$ cat src/rtl/attempt_lockout_ctrl_pkg.sv
// Shared state encoding and default limits for the attempt lockout controller
// and anything that needs to agree with it (top level, benches).
package attempt_lockout_ctrl_pkg;

  localparam int unsigned STATE_W = 3;

  typedef enum logic [STATE_W-1:0] {
    S_READY     = 3'd0,
    S_UNLOCKED  = 3'd1,
    S_START_TMR = 3'd2,
    S_LOCKOUT   = 3'd3,
    S_ALARM     = 3'd4
  } state_t;

  localparam int unsigned DEF_CNT_W        = 2;
  localparam int unsigned DEF_MAX_ATTEMPTS = 3;
  localparam int unsigned DEF_MAX_LOCKOUTS = 2;
  localparam int unsigned LOCK_CNT_W       = 4;

endpackage

$ cat src/rtl/attempt_lockout_ctrl.sv
// Wrong-code attempt counter with timed lockout (via interval_timer) and
// escalation to a permanent alarm after repeated lockouts.
module attempt_lockout_ctrl
  import attempt_lockout_ctrl_pkg::*;
#(
  parameter int unsigned MAX_ATTEMPTS = DEF_MAX_ATTEMPTS,
  parameter int unsigned CNT_W        = DEF_CNT_W,
  parameter int unsigned MAX_LOCKOUTS = DEF_MAX_LOCKOUTS
) (
  input  logic             clk,
  input  logic             rst,
  input  logic             code_valid,
  input  logic             code_match,
  input  logic             relock,
  input  logic             timer_done,
  output logic             timer_start,
  output logic             unlock,
  output logic             locked_out,
  output logic             alarm,
  output logic [CNT_W-1:0] fail_count
);

  localparam logic [CNT_W:0]        MAX_A_EXT = (CNT_W+1)'(MAX_ATTEMPTS);
  localparam logic [CNT_W-1:0]      MAX_A     = CNT_W'(MAX_ATTEMPTS);
  localparam logic [LOCK_CNT_W-1:0] MAX_L     = LOCK_CNT_W'(MAX_LOCKOUTS);

  state_t                  state, state_nxt;
  logic [CNT_W-1:0]        fail_nxt;
  logic [LOCK_CNT_W-1:0]   lock_cnt, lock_nxt;
  logic [CNT_W:0]          fail_inc;

  always_ff @(posedge clk) begin
    if (rst) begin
      state      <= S_READY;
      fail_count <= '0;
      lock_cnt   <= '0;
    end else begin
      state      <= state_nxt;
      fail_count <= fail_nxt;
      lock_cnt   <= lock_nxt;
    end
  end

  // Compared one bit wider so the limit test cannot wrap at the counter width.
  assign fail_inc = {1'b0, fail_count} + (CNT_W+1)'(1);

  always_comb begin
    state_nxt = state;
    fail_nxt  = fail_count;
    lock_nxt  = lock_cnt;
    unique case (state)
      S_READY: begin
        if (code_valid) begin
          if (code_match) begin
            state_nxt = S_UNLOCKED;
            fail_nxt  = '0;
          end else if (fail_inc < MAX_A_EXT) begin
            fail_nxt = fail_inc[CNT_W-1:0];
          end else begin
            fail_nxt  = MAX_A;
            state_nxt = (lock_cnt == MAX_L) ? S_ALARM : S_START_TMR;
          end
        end
      end
      S_UNLOCKED: begin
        if (relock) state_nxt = S_READY;
      end
      S_START_TMR: begin
        // timer_done deliberately not looked at here: a stale done from the
        // previous run must not end the new lockout.
        state_nxt = S_LOCKOUT;
        if (lock_cnt != '1) lock_nxt = lock_cnt + LOCK_CNT_W'(1);
      end
      S_LOCKOUT: begin
        if (timer_done) begin
          state_nxt = S_READY;
          fail_nxt  = '0;
        end
      end
      S_ALARM: begin
        state_nxt = S_ALARM;
      end
      default: begin
        state_nxt = S_READY;
      end
    endcase
  end

  assign timer_start = (state == S_START_TMR);
  assign unlock      = (state == S_UNLOCKED);
  assign locked_out  = (state == S_START_TMR) || (state == S_LOCKOUT);
  assign alarm       = (state == S_ALARM);

endmodule

$ cat config.mk
export PLATFORM = sky130hd
export DESIGN_NAME = attempt_lockout_ctrl
export DESIGN_NICKNAME = d
export VERILOG_FILES = /design/src/rtl/attempt_lockout_ctrl_pkg.sv /design/src/rtl/attempt_lockout_ctrl.sv
export SDC_FILE = /design/constraint.sdc
export NUM_CORES = 1
export LEC_CHECK = 0
export ABC_CLOCK_PERIOD_IN_PS = 3260
export CAP_MARGIN = 20
export CELL_PAD_IN_SITES_DETAIL_PLACEMENT = 0
export CELL_PAD_IN_SITES_GLOBAL_PLACEMENT = 1
export CORE_MARGIN = 5
export CORE_UTILIZATION = 38
export CTS_BUF_LIST = sky130_fd_sc_hd__clkbuf_16
export DETAILED_ROUTE_END_ITERATION = 8
export PLACE_DENSITY_LB_ADDON = 0.12
export SLEW_MARGIN = 5
export SYNTH_ARGS = -nofsm -noshare
export SYNTH_HDL_FRONTEND = slang
export SYNTH_SLANG_ARGS = --single-unit
$ cat constraint.sdc
create_clock -name clk -period 3.26 [get_ports clk]
set_input_delay 0.489 -clock clk [delete_from_list [all_inputs] [get_ports clk]]
set_output_delay 0.489 -clock clk [all_outputs]
set_load 0.05 [all_outputs]
==> results of run 1 <==
routing by layer:
metal / vias to the layer above / wire length (µm) / share of wire, %
met1: 237 / 658 / 54
met4: 0 / 8 / 0.65
li1: 258 / - / -
met5: - / 0 / 0
met2: 6 / 514 / 42
met3: 2 / 46 / 3.7
critical path, delay by kind of cell, from the launching register on:
kind | cells | cell delay (ns)
buf+inv | 2 | 0.87
flops | 1 | 0.50
simple gates | 1 | 0.46
kinds of logic (layout without fill, tap and decap cells):
group	after synthesis	in the layout	synth area share, %
AO/OA/AOI/OAI	19	19	25.4
buffers and inverters	11	22	11.1
adder cells (fa/ha/maj)	2	2	4.53
multiplexers	1	1	1.81
AND/OR/NAND/NOR	20	20	24.5
flip-flops	9	9	32.7
path summary, 6_finish.rpt:
check                                 start  slack, ns          end  depth (start not counted)
worst max-delay path               state[1]       0.71  timer_start                          3
worst min-delay path            lock_cnt[0]       0.51  lock_cnt[0]                          2
worst max register to register     state[1]       1.76  lock_cnt[3]                          3
worst min register to register  lock_cnt[0]       0.51  lock_cnt[0]                          2
Yosys cell counts (2+ instances only):
master,count
a211oi_1,3
a21oi_1,3
and4b_1,2
buf_4,2
dfxtp_1,9
ha_1,2
inv_1,6
nand2_1,2
nand3_1,3
nor2_1,2
nor3_1,4
o21ai_0,3
layout make-up:
class                   count  share of cell area [%]
repair buffers             11                    15.1
well taps                  15                    2.57
inverters                   7                    4.29
clock inverters             1                   0.515
clock buffers               3                    10.3
flip-flops and latches      9                    24.7
multi-input cells          42                    42.5
power breakdown:
part	switching [mW]	total (mW)	internal, mW
Clock	0.0519	0.212	0.160
Sequential	0.00764	0.123	0.115
Combinational	0.0326	0.0579	0.0253
Total	0.0921	0.393	0.301
flip-flops by register name, indices dropped and copies added (netlist names):
| register | flops |
|---|---|
| fail_count | 2 |
| lock_cnt | 4 |
| state | 3 |
==> flow_metrics.py, run 1 <==
metrics = {
    "critical_path": {
        "critPathCaptureType": "output pin",
        "crit_fanout": 9,
        "cp.required_ns": 2.77,
        "max_stage_delay_ns": 0.79,
        "critPathKind": "flip-flop to output pin",
        "cp-start-kind": "flip-flop",
        "cp_slowest_cell": "clkdlybuf4s50_1",
        "worstPathCellList": "or3b_4, clkinv_4, clkdlybuf4s50_1",
        "critPathArrivalTime_ns": 2.06,
    },
    "sta": {
        "slew_headroom_pct": 66.8,
        "maxSlewViolCount": 0,
        "finalHoldViolations": 0,
        "clock_skew_ns": 0.00125,
        "period_needed_ns": 2.55,
        "tns_ns": 0,
        "setup_ws_ns": 0.707,
        "holdWs_ns": 0.512,
        "setup_violations": 0,
        "finalCritPeriodShare_pct": 78.3,
        "timing.fmax_mhz": 392,
        "tightest_slew_ns": 0.496,
        "rsz0062_at_grt": "false",
    },
    "grt": {
        "grt_pass1_vias": 439,
        "antenna_found_initial": 0,
        "grt.busiest_layer": "met1",
        "grtUsageMet1_pct": 17.8,
        "grt_usage_pct": 12.3,
        "overflow": 0,
        "grt_pass1_wl_um": 1960,
        "grt_max_degree": 10,
        "use_met3_pct": 4.43,
        "use_met2_pct": 16.1,
    },
    "power_and_ir_drop": {
        "finalPower_uw": 393,
        "pwr_density_cell_mw_per_mm2": 539,
        "leakage_nw": 0.277,
        "peakVddDrop_mv": 0.231,
    },
    "clock_tree": {
        "clkTransAtPathRegs_ns": 0.04,
        "post-cts-setup-buffers": 0,
        "cts_tree": "yes",
        "clock-sinks": 9,
        "holdBufCountCts": 0,
        "ctsResizeCount": 0,
        "worstSkewPairLatency_ns": 0.23,
        "htree_levels": 1,
        "ctsRootBufferMaster": "clkbuf_16",
        "cts_buffers": 3,
        "cts_buffer_depth": 2,
    },
    "drt": {
        "vias": 503,
        "ant_nets": 0,
        "drt-total-wl_um": 1230,
        "viasPerCell": 5.72,
        "drt_pass1_iterations": 3,
        "drc": 0,
        "drt_first_iter_violations": 13,
        "wl_per_cell_um": 13.9,
    },
    "die": {
        "io_pins": 12,
        "die_w_um": 48.1,
        "core.rowCount": 13,
        "die-area_mm2": 0.00231,
        "initial_utilization_pct": 41.4,
        "core_area_mm2": 0.00133,
        "fp.dieH_um": 48.1,
    },
    "layout": {
        "final_common_cell": "clkdlybuf4s50_1",
        "fin_util_pct": 54.7,
        "nets": 82,
        "seq_area_um2": 180,
        "area_delta_synth_final_pct": 32.2,
        "design_area_um2": 729,
        "layout-drive-gt1-share_pct": 11.0,
        "instances_no_fill": 88,
        "final_cell_mix": "11 x clkdlybuf4s50_1, 9 x dfxtp_1, 7 x inv_1",
        "multi_input_area_um2": 310,
        "diodes": 0,
        "fillers": 127,
    },
    "placement": {
        "pre_cts_ws_ns": 0.961,
        "gp_congestion": 0.759,
        "io_buffers": 11,
        "dp_cells": 84,
        "hpwl_um": 871,
        "place_area_um2": 651,
    },
    "yosys": {
        "syn_inst": 62,
        "synth_largest_area_cell": "dfxtp_1",
        "synth_nets": 70,
        "ys_seq_area_share_pct": 32.7,
        "async_flop_share_pct": 0,
        "synth_edf_count": 0,
        "synth_area_um2": 552,
        "synth_area_leaders": "dfxtp_1 33%, ha_1 4.5%, a211oi_1 4.1%",
        "yosysWarnings": 0,
        "yosys.area.top_type_share_pct": 32.7,
        "ys_ff_latch": 9,
        "synth_ff_type": "dfxtp_1",
        "synth.distinct_cells": 33,
        "avgSynthCellArea_um2": 8.90,
    },
    "run_status": {
        "status": "finished clean",
    },
    "flow_run": {
        "cap_violations": 0,
    },
    "worst_hold_path": {
        "min_path_type": "flip-flop to flip-flop",
    },
}
Power figures use the tool's default switching activity.
==> run 2: changes to the inputs <==
ABC_CLOCK_PERIOD_IN_PS = 2200   (was 3260)
CORE_ASPECT_RATIO = 0.8   (was default)
CORE_UTILIZATION = 31   (was 38)
clock period = 2.2 ns   (was 3.26 ns; I/O delays follow)
==> flow_metrics.py, run 2 (synthesis results as in run 1) <==
metrics = {
    "run_status": {
        "status": "finished clean",
    },
    "flow_run": {
        "cap_violations": 0,
    },
    "worst_hold_path": {
        "holdPathEnd": "fail_count[1]",
        "hold_start": "fail_count[0]",
        "hold-path-cell-count": 2,
        "min_path_type": "flip-flop to flip-flop",
    },
    "layout": {
        "fillers": 163,
        "area_delta_synth_final_pct": 34.2,
        "reg_top3": "lock_cnt x4, state x3, fail_count x2",
        "layout-drive-gt1-share_pct": 16.4,
        "largest_reg_flops": 4,
        "final_cell_mix": "9 x dfxtp_1, 7 x inv_1, 7 x clkdlybuf4s50_1",
        "largest-register": "lock_cnt",
        "nets": 82,
        "diodes": 0,
        "instances_no_fill": 95,
        "final_common_cell": "dfxtp_1",
    },
    "critical_path": {
        "max_stage_delay_ns": 0.83,
        "crit_fanout": 4,
        "cp-start-kind": "flip-flop",
        "cp_slowest_cell": "clkdlybuf4s50_1",
        "r2r-end": "lock_cnt[3]",
        "rrSetupSlack_ns": 0.73,
        "critPathTopFamily": "buffers and inverters",
        "critPathCaptureType": "output pin",
        "cp.required_ns": 1.87,
        "critPathArrivalTime_ns": 1.46,
        "worst_r2r_path_depth": 3,
        "critPathKind": "flip-flop to output pin",
        "worstPathCellList": "clkdlybuf4s50_1",
        "path_depth": 1,
        "cp_num_buf_inv": 1,
        "reg2reg_from": "state[1]",
    },
    "sta": {
        "setup_violations": 0,
        "finalCritPeriodShare_pct": 81.2,
        "finalHoldViolations": 0,
        "timing.fmax_mhz": 560,
        "rsz0062_at_grt": "false",
        "slew_headroom_pct": 66.7,
        "period_needed_ns": 1.79,
        "setup_ws_ns": 0.414,
        "clock_skew_ns": 0.000384,
        "tns_ns": 0,
        "tightest_slew_ns": 0.498,
        "maxSlewViolCount": 0,
    },
    "die": {
        "die-area_mm2": 0.00273,
        "core.rowCount": 13,
        "io_pins": 12,
        "initial_utilization_pct": 33.3,
        "core_area_mm2": 0.00166,
        "fp.dieH_um": 47.7,
        "die_w_um": 57.2,
    },
    "clock_tree": {
        "worstSkewPairLatency_ns": 0.23,
        "holdBufCountCts": 0,
        "cts_buffers": 3,
        "ctsRootBufferMaster": "clkbuf_16",
        "cts_buffer_depth": 2,
        "htree_levels": 1,
        "clkTransAtPathRegs_ns": 0.04,
        "ctsResizeCount": 0,
        "post-cts-setup-buffers": 0,
        "cts_tree": "yes",
        "clock-sinks": 9,
    },
    "grt": {
        "grt_max_degree": 10,
        "grt_usage_pct": 9.67,
        "grt_pass1_vias": 454,
        "antenna_found_initial": 0,
        "grt_pass1_wl_um": 1950,
        "overflow": 0,
    },
    "power_and_ir_drop": {
        "finalPower_uw": 579,
        "clkPwrFrac_pct": 53.5,
        "pwr_density_cell_mw_per_mm2": 782,
        "peakVddDrop_mv": 0.559,
        "swShare_pct": 22.9,
        "intPower_uw": 446,
        "p_sw_uw": 133,
        "leakage_nw": 0.287,
        "pwr-share-seq_pct": 31.5,
        "comb_power_share_pct": 15.0,
    },
    "drt": {
        "wl_per_cell_um": 12.5,
        "drt-total-wl_um": 1190,
        "drt_pass1_iterations": 4,
        "drt_first_iter_violations": 9,
        "ant_nets": 0,
        "viasPerCell": 5.22,
        "drc": 0,
        "vias": 496,
    },
    "placement": {
        "gp_congestion": 0.722,
        "pre_cts_ws_ns": 0.528,
        "hpwl_um": 902,
        "io_buffers": 11,
        "dp_cells": 91,
    },
}
[run 2: area by class of cell]
class / count / area [µm²] / area share [%]
clock buffers: 3 / 75.1 / 10.1
clock inverters: 1 / 3.75 / 0.507
inverters: 7 / 31.3 / 4.22
multi-input cells: 42 / 310 / 41.9
flip-flops and latches: 9 / 180 / 24.3
well taps: 22 / 27.5 / 3.72
repair buffers: 11 / 113 / 15.2
[run 2: metal layers]
metal | vias to the layer above | track usage [%] | share of wire [%]
li1 | 256 | - | -
met3 | 0 | 5.12 | 5.4
met2 | 10 | 13.7 | 43
met1 | 230 | 12.8 | 52
met4 | 0 | 2.78 | 0
met5 | - | 0 | 0
[run 2: through the flow]
step           util [%]  hold WS, ns  instance area, µm²
3_5_place_dp       39.9        0.513                 662
4_1_cts            44.6        0.527                 741
2_1_floorplan         -        0.480                 552
6_report           44.6        0.527                 741
5_1_grt            44.6        0.567                 741
3_3_place_gp       39.9        0.517                 662
[run 2: power by group through the flow]
stage	clock network, mW	registers (mW)	logic [mW]
6_report	0.310	0.182	0.0869
5_1_grt	0.327	0.184	0.0940
4_1_cts	0.314	0.182	0.0876
3_5_place_dp	0	0.185	0.0869
3_3_place_gp	0	0.185	0.0885
2_1_floorplan	0	0.185	0.0603
[run 2: worst max path at each step]
| stage | slack, ns | end | startpoint |
|---|---|---|---|
| 2_1_floorplan | 0.30 | unlock | state[0] |
| 3_3_place_gp | 0.52 | fail_count[1] | code_valid |
| 3_5_place_dp | 0.53 | fail_count[1] | code_valid |
| 4_1_cts | 0.42 | fail_count[1] | fail_count[1] |
| 5_1_grt | 0.38 | fail_count[1] | fail_count[1] |
| 6_report | 0.41 | fail_count[1] | fail_count[1] |
==> run 3: changes to the inputs <==
ABC_CLOCK_PERIOD_IN_PS = 1710   (was 2200)
CORE_ASPECT_RATIO = default   (was 0.8)
CORE_UTILIZATION = 35   (was 31)
clock period = 1.71 ns   (was 2.2 ns; I/O delays follow)
==> flow_metrics.py, run 3 (synthesis results as in run 1) <==
metrics = {
    "drt": {
        "viasPerCell": 5.72,
        "drt_first_iter_violations": 15,
        "vias": 526,
        "wl_met1_um": 558,
        "route.met3.wl_um": 58,
        "drt-total-wl_um": 1250,
        "wl_per_cell_um": 13.6,
        "drc": 0,
        "wl_met2_um": 593,
        "ant_nets": 0,
        "top_layer": "met4",
        "drt_pass1_iterations": 4,
    },
    "layout": {
        "largest_reg_flops": 4,
        "reg_top3": "lock_cnt x4, state x3, fail_count x2",
        "largest-register": "lock_cnt",
        "area_delta_synth_final_pct": 44.7,
        "nets": 85,
        "final_cell_mix": "9 x dfxtp_1, 7 x inv_1, 5 x clkdlybuf4s50_1, 5 x buf_4, 4 x buf_12",
        "layout-drive-gt1-share_pct": 25.0,
        "final_common_cell": "dfxtp_1",
        "diodes": 0,
        "instances_no_fill": 92,
    },
    "sta": {
        "finalCritPeriodShare_pct": 93.4,
        "clock_skew_ns": 0.00191,
        "slew_headroom_pct": 75.9,
        "setup_violations": 0,
        "holdWs_ns": 0.512,
        "timing.fmax_mhz": 626,
        "maxSlewViolCount": 0,
        "tns_ns": 0,
        "rsz0062_at_grt": "false",
        "period_needed_ns": 1.60,
        "finalHoldViolations": 0,
        "tightest_slew_ns": 0.360,
    },
    "critical_path": {
        "cp_slowest_cell": "or3b_4",
        "cp.required_ns": 1.45,
        "crit_start": "state[1]",
        "worstPathCellList": "or3b_4, clkinv_4, buf_12",
        "critPathKind": "flip-flop to output pin",
        "critPathCaptureType": "output pin",
        "worst_r2r_path_depth": 3,
        "crit_fanout": 6,
        "critPathArrivalTime_ns": 1.34,
        "max_stage_delay_ns": 0.45,
        "reg2reg_from": "state[2]",
        "cp-start-kind": "flip-flop",
    },
    "die": {
        "die_w_um": 49.7,
        "core_area_mm2": 0.00151,
        "core.rowCount": 14,
        "fp.dieH_um": 49.7,
        "die-area_mm2": 0.00247,
        "io_pins": 12,
        "initial_utilization_pct": 36.6,
    },
    "power_and_ir_drop": {
        "leakage_nw": 0.319,
        "pwr_density_cell_mw_per_mm2": 961,
        "peakVddDrop_mv": 0.481,
    },
    "placement": {
        "io_buffers": 11,
        "hpwl_um": 981,
        "gp_congestion": 0.709,
        "dp_cells": 88,
    },
    "clock_tree": {
        "ctsRootBufferMaster": "clkbuf_16",
        "ctsResizeCount": 0,
        "post-cts-setup-buffers": 0,
        "cts_buffers": 3,
        "cts_buffer_depth": 2,
        "cts_tree": "yes",
        "clkTransAtPathRegs_ns": 0.04,
        "htree_levels": 1,
        "clock-sinks": 9,
        "worstSkewPairLatency_ns": 0.23,
        "holdBufCountCts": 0,
    },
    "worst_hold_path": {
        "hold-path-cell-count": 2,
        "min_path_type": "flip-flop to flip-flop",
        "hold_start": "fail_count[0]",
    },
    "grt": {
        "antenna_found_initial": 0,
        "grt_pass1_vias": 531,
        "grt_pass1_wl_um": 2260,
        "grt_max_degree": 10,
        "overflow": 0,
        "grt_usage_pct": 11.7,
    },
    "run_status": {
        "status": "finished clean",
    },
    "flow_run": {
        "cap_violations": 0,
    },
}
-- run 3: cell count changes in the layout (fill, tap and decap cells not counted) --
cell             before  now
nor3_2                0    2
buf_4                 3    5
clkdlybuf4s50_1       7    5
buf_12                1    4
nor3_1                4    2
-- run 3: worst max-delay path, delay by kind of cell, from the launching register on --
family        cells  cell delay (ns)
flops             1             0.43
simple gates      1             0.45
buf+inv           2             0.22
-- run 3: metrics by stage --
step	utilization, %	setup WS, ns	cell area (µm²)	total power [mW]
after floorplan	-	0.280	562	0.318
after global placement	47.8	0.180	719	0.368
after detailed placement	47.8	0.149	719	0.368
after CTS	53.0	0.114	798	0.777
after global routing	53.0	0.0609	798	0.802
final	53.0	0.113	798	0.767
-- run 3: final timing paths --
kind,slack [ns],end
max,0.11,timer_start
min,0.51,fail_count[1]
max reg2reg,0.25,fail_count[0]
min reg2reg,0.51,fail_count[1]
-- run 3: report_power, final --
part | switching [mW] | total [mW] | internal [mW]
registers | 0.0135 | 0.234 | 0.220
logic | 0.0674 | 0.130 | 0.0624
clock network | 0.0988 | 0.404 | 0.305
total | 0.180 | 0.767 | 0.588
-- run 3: area by class of cell --
cell class | instances | area, µm²
multi-input combinational | 42 | 320
timing repair buffer | 14 | 168
clock inverter | 1 | 3.75
sequential | 9 | 180
inverter | 7 | 31.3
fill | 146 | 708
tap | 16 | 20.0
clock buffer | 3 | 75.1
-- run 3: metal layers --
metal,track usage [%],vias up
li1,-,264
met2,18.2,14
met4,7.86,0
met3,3.92,5
met5,0,-
met1,13.4,243
